$ cat src/rtl/alu_seq_param.sv
// Sequential word-serial ALU: add/sub, shift-add multiply and restoring divide.
// Optional macro ALU_DIV_CHECK_EN adds the err port and early rejection of overflowing divisions.
module alu_seq_param #(
  parameter int unsigned WIDTH = 8
) (
  input  logic             clk,
  input  logic             reset,
  input  logic             BEGIN,
  input  logic [1:0]       op_code,
  input  logic [WIDTH-1:0] inbus,
  output logic [WIDTH-1:0] outbus,
  output logic             out_valid,
  output logic             busy,
  output logic             END
`ifdef ALU_DIV_CHECK_EN
  ,
  output logic             err
`endif
);

  localparam int unsigned CW = $clog2(WIDTH + 1);
  localparam logic [1:0] OP_ADD = 2'd0;
  localparam logic [1:0] OP_SUB = 2'd1;
  localparam logic [1:0] OP_DIV = 2'd3;

  typedef enum logic [2:0] {IDLE, LOAD_B, LOAD_C, EXEC, OUT_HI, OUT_LO} state_t;

  state_t           state, state_next;
  logic [1:0]       op;
  logic [WIDTH-1:0] opa, opb, hi, lo;
  logic [CW-1:0]    cnt;
  logic             ovf;

  logic [WIDTH:0]   mul_sum, div_rem;
  logic             div_ge;
  logic [WIDTH-1:0] step_hi, step_lo;
  logic             div_ovf_c;

  // One iteration: {hi,lo} is the product accumulator or the remainder/quotient pair
  always_comb begin
    mul_sum = {1'b0, hi} + (lo[0] ? {1'b0, opa} : '0);
    div_rem = {hi, lo[WIDTH-1]};
    div_ge  = (div_rem >= {1'b0, opb});
    if (op == OP_DIV) begin
      step_hi = div_ge ? WIDTH'(div_rem - {1'b0, opb}) : div_rem[WIDTH-1:0];
      step_lo = {lo[WIDTH-2:0], div_ge};
    end else begin
      step_hi = mul_sum[WIDTH:1];
      step_lo = {mul_sum[0], lo[WIDTH-1:1]};
    end
  end

  // Quotient cannot fit in WIDTH bits when dividend high word >= divisor (includes divide by zero)
  always_comb begin
    div_ovf_c = 1'b0;
`ifdef ALU_DIV_CHECK_EN
    div_ovf_c = (state == LOAD_C) && (hi >= inbus);
`endif
  end

  always_ff @(posedge clk) begin
    if (reset) state <= IDLE;
    else       state <= state_next;
  end

  always_comb begin
    state_next = state;
    case (state)
      IDLE:    if (BEGIN) state_next = LOAD_B;
      LOAD_B:  state_next = (op == OP_DIV) ? LOAD_C : EXEC;
      LOAD_C:  state_next = div_ovf_c ? OUT_HI : EXEC;
      EXEC: begin
        if (op == OP_ADD || op == OP_SUB) state_next = OUT_LO;
        else if (cnt == CW'(1))           state_next = OUT_HI;
      end
      OUT_HI:  state_next = OUT_LO;
      OUT_LO:  state_next = IDLE;
      default: state_next = IDLE;
    endcase
  end

  // Operand capture, iteration datapath and registered outputs
  always_ff @(posedge clk) begin
    if (reset) begin
      op        <= '0;
      opa       <= '0;
      opb       <= '0;
      hi        <= '0;
      lo        <= '0;
      cnt       <= '0;
      ovf       <= 1'b0;
      outbus    <= '0;
      out_valid <= 1'b0;
      busy      <= 1'b0;
      END       <= 1'b0;
`ifdef ALU_DIV_CHECK_EN
      err       <= 1'b0;
`endif
    end else begin
      outbus    <= '0;
      out_valid <= 1'b0;
      END       <= 1'b0;
`ifdef ALU_DIV_CHECK_EN
      err       <= 1'b0;
`endif
      busy      <= (state_next != IDLE);

      case (state)
        IDLE: begin
          if (BEGIN) begin
            op  <= op_code;
            opa <= inbus;
            ovf <= 1'b0;
          end
        end
        LOAD_B: begin
          opb <= inbus;
          lo  <= inbus;
          hi  <= (op == OP_DIV) ? opa : '0;
          if (op != OP_DIV) cnt <= CW'(WIDTH);
        end
        LOAD_C: begin
          opb <= inbus;
          ovf <= div_ovf_c;
          cnt <= CW'(WIDTH);
        end
        EXEC: begin
          hi  <= step_hi;
          lo  <= step_lo;
          cnt <= cnt - CW'(1);
        end
        default: ;
      endcase

      if (state_next == OUT_HI) begin
        out_valid <= 1'b1;
        if (div_ovf_c)          outbus <= '1;
        else if (op == OP_DIV)  outbus <= step_lo;
        else                    outbus <= step_hi;
      end

      if (state_next == OUT_LO) begin
        out_valid <= 1'b1;
        END       <= 1'b1;
        case (op)
          OP_ADD:  outbus <= opa + opb;
          OP_SUB:  outbus <= opa - opb;
          OP_DIV:  outbus <= ovf ? '1 : hi;
          default: outbus <= lo;
        endcase
`ifdef ALU_DIV_CHECK_EN
        err <= ovf;
`endif
      end
    end
  end

endmodule

$ cat config.mk
export PLATFORM = sky130hd
export DESIGN_NAME = alu_seq_param
export DESIGN_NICKNAME = d
export VERILOG_FILES = /design/src/rtl/alu_seq_param.sv
export SDC_FILE = /design/constraint.sdc
export NUM_CORES = 1
export LEC_CHECK = 0
export ABC_AREA = 1
export CAP_MARGIN = 25
export CORE_UTILIZATION = 65
export CTS_BUF_LIST = sky130_fd_sc_hd__clkbuf_8
export DETAILED_ROUTE_END_ITERATION = 8
export PLACE_DENSITY = 0.84
export REMOVE_ABC_BUFFERS = 1
export SYNTH_ARGS = -nofsm -noshare
export SYNTH_HDL_FRONTEND = slang
export SYNTH_SLANG_ARGS = --single-unit
export TNS_END_PERCENT = 10
$ cat constraint.sdc
create_clock -name clk -period 3.9 [get_ports clk]
set_input_delay 0.78 -clock clk [delete_from_list [all_inputs] [get_ports clk]]
set_output_delay 0.78 -clock clk [all_outputs]
set_load 0.03 [all_outputs]
After elaboration in Yosys (flattened, before gate mapping) --
Cells that the tools add are included.
Word-level totals: bits in registers 53, input bits 13, output and inout port bits 11, logic and storage cells 65
Cells by class: add/subtract/negate cells 5, order comparisons 1, equality and inequality tests 12, muxes and demuxes 24, reductions and logical operators 11
Operator list (number):
- $mux 8 | 9
- $pmux 8 s2 | 2
- $pmux 8 s3 | 1
- $sub 8x8->8 | 2
- $pmux 3 s5 | 1
- $pmux 4 s3 | 1
- $add 8x8->9 | 1
- $eq 3x3->1 const B | 3
- $ge 9x8->1 | 1
- $mux 3 | 3
- $add 8x8->8 | 1
- $eq 3x2->1 const B | 2
- $ne 2x2->1 const B | 3
- $reduce_and 2->1 | 3
- $reduce_bool 3->1 | 2
- $mux 1 | 5
- $eq 4x1->1 const B | 1
- $mux 4 | 1
- $reduce_bool 2->1 | 2
- $sub 4x1->4 const B | 1
- $eq 3x1->1 const B | 1
- $logic_not 3->1 | 1
- $eq 2x1->1 const B | 1
- $eq 2x2->1 const B | 1
- 4 further kinds | 4

Logic depth before layout (Yosys ltp) --
word-level depth 7, gate-level depth with buffers 19, mapped depth without buffers 19

Worst setup path before layout --
No wires, ideal clock.
path type reg2reg, start point register opb[1], end point register outbus[7], library setup time 0.116 ns, data arrival time 2.194 ns, required time 3.784 ns, path slack 1.589 ns, cell stages (with the launch flop) 18, buffers on the path 0, clock period less this slack 2.311 ns, path through dfxtp_1 inv_1 ha_1 inv_1 nor3_1 inv_1 o31ai_1 xor2_1 inv_1 ha_1 a21oi_1 nand2_1 a21oi_1 nand3_1 nand2_1 nor2_1 o21ai_1 nand2_1
Between the ends: longest elaborated chain between the ends 6, elaborated cells between the ends (all ways) 10, classes of those cells add/sub (3); order compare (1); mux (6)
RTL lines:
- start: declaration | RTL line 30 | logic [WIDTH-1:0] opa, opb, hi, lo;
- start signal: assignment | RTL line 117 | opb <= inbus;
- start signal: assignment | RTL line 123 | opb <= inbus;
- $sub 8x8->8 or $ge 9x8->1 (tied branches) | RTL line 45, 43
- $mux 8 | RTL line 45 | step_hi = div_ge ? WIDTH'(div_rem - {1'b0, opb}) : div_rem[WIDTH-1:0];
- $mux 8 | RTL line 44 | if (op == OP_DIV) begin
- $mux 8 | RTL line 138 | else if (op == OP_DIV) outbus <= step_lo;
- $mux 8 | RTL line 135 | if (state_next == OUT_HI) begin
- $mux 8 (*) | RTL line 142 | if (state_next == OUT_LO) begin
- end signal: assignment | RTL line 138
- end signal: assignment | RTL line 139 | else outbus <= step_hi;
- end signal: assignment | RTL line 146 | OP_ADD: outbus <= opa + opb;
- end: declaration | RTL line 11 | output logic [WIDTH-1:0] outbus,
Every way passes the cells marked *; elsewhere a longest branch is shown, timed or not. A chain may end at the register's enable or synchronous reset.

Final worst setup path --
start point register op[1], end point register outbus[3]
Between the ends: longest elaborated chain between the ends 7, elaborated cells between the ends (all ways) 15, classes of those cells eq/ne (4); mux (9); reduce/logical (2)
RTL lines:
- start: declaration | RTL line 29 | logic [1:0] op;
- start signal: assignment | RTL line 111 | op <= op_code;
- $eq 2x1->1 or $logic_not 2->1 (tied branches) | RTL line 73, 145
- $logic_or 1x1->1 | RTL line 73 | if (op == OP_ADD || op == OP_SUB) state_next = OUT_LO;
- $mux 3 | RTL line 73
- $pmux 3 s5 | RTL line 68 | case (state)
- $eq 3x3->1 | RTL line 135
- $mux 8 | RTL line 135
- $mux 8 (*) | RTL line 142
Marks and branches as above.

==> flow_summary.yaml <==
layout:
  nets: 601
  area_delta_synth_final_pct: 9.83
  final_common_cell: "nand2_1"
  fillers: 482
  drive_above_1_share: 0.0607
  num_antenna_cells: 0
  mostFrequentLayoutCells: "108 x nand2_1, 72 x inv_1, 52 x dfxtp_1, 48 x nor2_1, 46 x a21oi_1"
worst_setup_path:
  reg2reg_depth: 12
  r2r_start: "op[1]$_SDFFE_PP0P_"
  critPathLaunchType: "flip-flop"
  crit_arrival_ns: 2.90
  r2r_end: "outbus[3]$_SDFF_PP0_"
  cp_max_fo: 9
  crit_type: "reg2reg"
  r2r_slack_ns: 1.20
  worst_ep_required_time_ns: 4.11
  crit_end: "outbus[3]$_SDFF_PP0_"
  end_kind: "flip-flop"
  worstSetupStartpoint: "op[1]$_SDFFE_PP0P_"
sta:
  fin_setup_tns_ns: 0
  min_period_over_period: 0.691
  min_period_ns: 2.70
  skew_ns: 0.00432
  slew_headroom: 0.425
  report.final.hold_viol_count: 0
  rsz0062_at_grt: "false"
  finalSetupViolCount: 0
  tightest_slew_ns: 0.862
  fmax_mhz: 371
  report.final.slew_viol_count: 0
floorplan:
  coreArea_sq_um: 5470
  dieArea_sq_um: 5960
  start_util: 0.672
  fp.dieH_microns: 77.2
  rows: 27
  die_w_microns: 77.2
  ios: 24
place:
  place_congestion: 0.955
  detailed_place_hpwl_microns: 8060
  port_buffers: 23
synth:
  synth_edf_count: 0
  async_reset_ff_frac: 0
  synth_cell_types: 41
  syn-mean-instance-area_sq_um: 6.75
  synth_flop_cell: "dfxtp_1"
  synth-warning-count: 0
  ys_seq_area_frac: 0.283
  syn_inst: 545
  synth-seq-cells: 52
  mappedNetlistArea_sq_um: 3680
global_routing:
  grt_pass1_wl_microns: 16900
  antenna_found_initial: 0
  grt.overflow.total: 0
  grt_max_degree: 32
  first_global_vias: 3569
  grt_usage: 0.365
hold_path:
  holdPathStages: 2
  hp-class: "reg2reg"
  hp-start: "cnt[3]$_SDFFE_PP0P_"
detailed_routing:
  drtAntennaViolNets: 0
  via_count: 3801
  drc: 0
  post_drt_wl_per_cell_microns: 16.6
  first_pass_iters: 6
  viasPerCell: 6.01
  initialDrtViolationCount: 368
  drt-total-wl_microns: 10500
clock_network:
  h-tree-depth: 2
  cts_root_buf: "clkbuf_8"
  post_cts_buffers: 0
  clk_pin_slew_ns: 0.10
  numCtsBuffers: 5
  ctsResizeCount: 0
  cts_tree: "yes"
  clkLatencyLatePin_ns: 0.31
  cts_hold_buf: 0
  cts.sink_count: 52
  clockBufferDepth: 2
pwr:
  ir_drop_uv: 573
  leakage_nw: 1.90
  powerDensity_nw_per_um2: 894
  p_total_mw: 3.61
flow_run:
  cap_viol_max_count: 0
outcome:
  outcome: "completed"
==> sequential cells by signal, summed over array words and instances (netlist names) <==
register,flops
state,3
outbus,8
out_valid,1
lo,8
END,1
hi,8
opa,8
op,2
cnt,4
opb,8
busy,1
==> metal layers <==
metal	GRT usage	wire, microns	vias up
met3	0.0405	682	56
met1	0.459	4470	1708
met5	0	0	-
met4	0.219	653	0
met2	0.596	4680	190
li1	-	-	1847
==> final cells by class <==
| type | count | area (sq um) | share of cell area |
|---|---|---|---|
| Timing Repair Buffer | 24 | 238 | 0.0588 |
| Tap cell | 72 | 90.1 | 0.0223 |
| Multi-Input combinational cell | 398 | 2270 | 0.562 |
| Inverter | 78 | 293 | 0.0725 |
| Sequential cell | 52 | 1040 | 0.258 |
| Clock buffer | 5 | 68.8 | 0.0170 |
| Clock inverter | 3 | 38.8 | 0.00960 |
==> where the power goes <==
part	switching (mW)	internal [mW]	leakage, nW
registers	0.167	0.683	0.426
logic	1.56	0.831	1.41
clock network	0.184	0.188	0.0593
==> worst max-delay path, cell delays in order (launching register included) <==
cell and delay, ns:
dfxtp_1 0.49, inv_2 0.14, nand2_1 0.26, nand2_1 0.11, xor2_1 0.15, ha_1 0.35
nand2_1 0.06, o21ai_0 0.45, a21oi_1 0.13, o21ai_0 0.14, o221ai_1 0.16, nand2_1 0.10
nand2_1 0.05
==> synth_stat cells (all sizes together) (2+ instances only) <==
| master | instances | area [sq um] |
|---|---|---|
| xor2 | 8 | 70.1 |
| nand3 | 34 | 175 |
| buf | 8 | 40.0 |
| inv | 77 | 289 |
| dfxtp | 52 | 1040 |
| nand2 | 116 | 465 |
| a221oi | 8 | 70.1 |
| a21oi | 46 | 230 |
| a31oi | 3 | 18.8 |
| fa | 3 | 60.1 |
| nor3 | 5 | 36.3 |
| nand4 | 12 | 75.1 |
| o221ai | 2 | 17.5 |
| a211oi | 2 | 15.0 |
| o21ai | 53 | 265 |
| xnor2 | 3 | 26.3 |
| a32oi | 3 | 26.3 |
| ha | 26 | 325 |
| clkbuf | 9 | 33.8 |
| nor2 | 52 | 215 |
| o211ai | 3 | 22.5 |
| nand3b | 4 | 30.0 |
| o22ai | 3 | 18.8 |
| or2 | 5 | 31.3 |
==> kinds of logic after synthesis <==
| kind of cell | synth area share |
|---|---|
| fa+ha+maj | 0.105 |
| flops | 0.283 |
| buf+inv | 0.0997 |
| xor+xnor | 0.0262 |
| simple gates | 0.282 |
| compound gates | 0.205 |
==> worst min path at each step <==
stage	end	slack, ns
global placement	cnt[3]$_SDFFE_PP0P_	0.47
floorplan	cnt[3]$_SDFFE_PP0P_	0.44
CTS	cnt[3]$_SDFFE_PP0P_	0.50
global route	cnt[3]$_SDFFE_PP0P_	0.51
finish	cnt[3]$_SDFFE_PP0P_	0.50
detailed placement	cnt[3]$_SDFFE_PP0P_	0.49
==> per-stage QoR <==
| stage | std cells | hold slack (ns) | cell area, sq um | util | worst slack [ns] |
|---|---|---|---|---|---|
| global placement | 624 | 0.466 | 3930 | 0.719 | 1.31 |
| finish | 632 | 0.504 | 4040 | 0.738 | 1.20 |
| global route | 632 | 0.512 | 4040 | 0.738 | 0.896 |
| detailed placement | 624 | 0.489 | 3930 | 0.719 | 1.27 |
| floorplan | 528 | 0.442 | 3600 | - | 1.59 |
| CTS | 632 | 0.502 | 4040 | 0.738 | 1.26 |
Power figures use the tool's default switching activity.
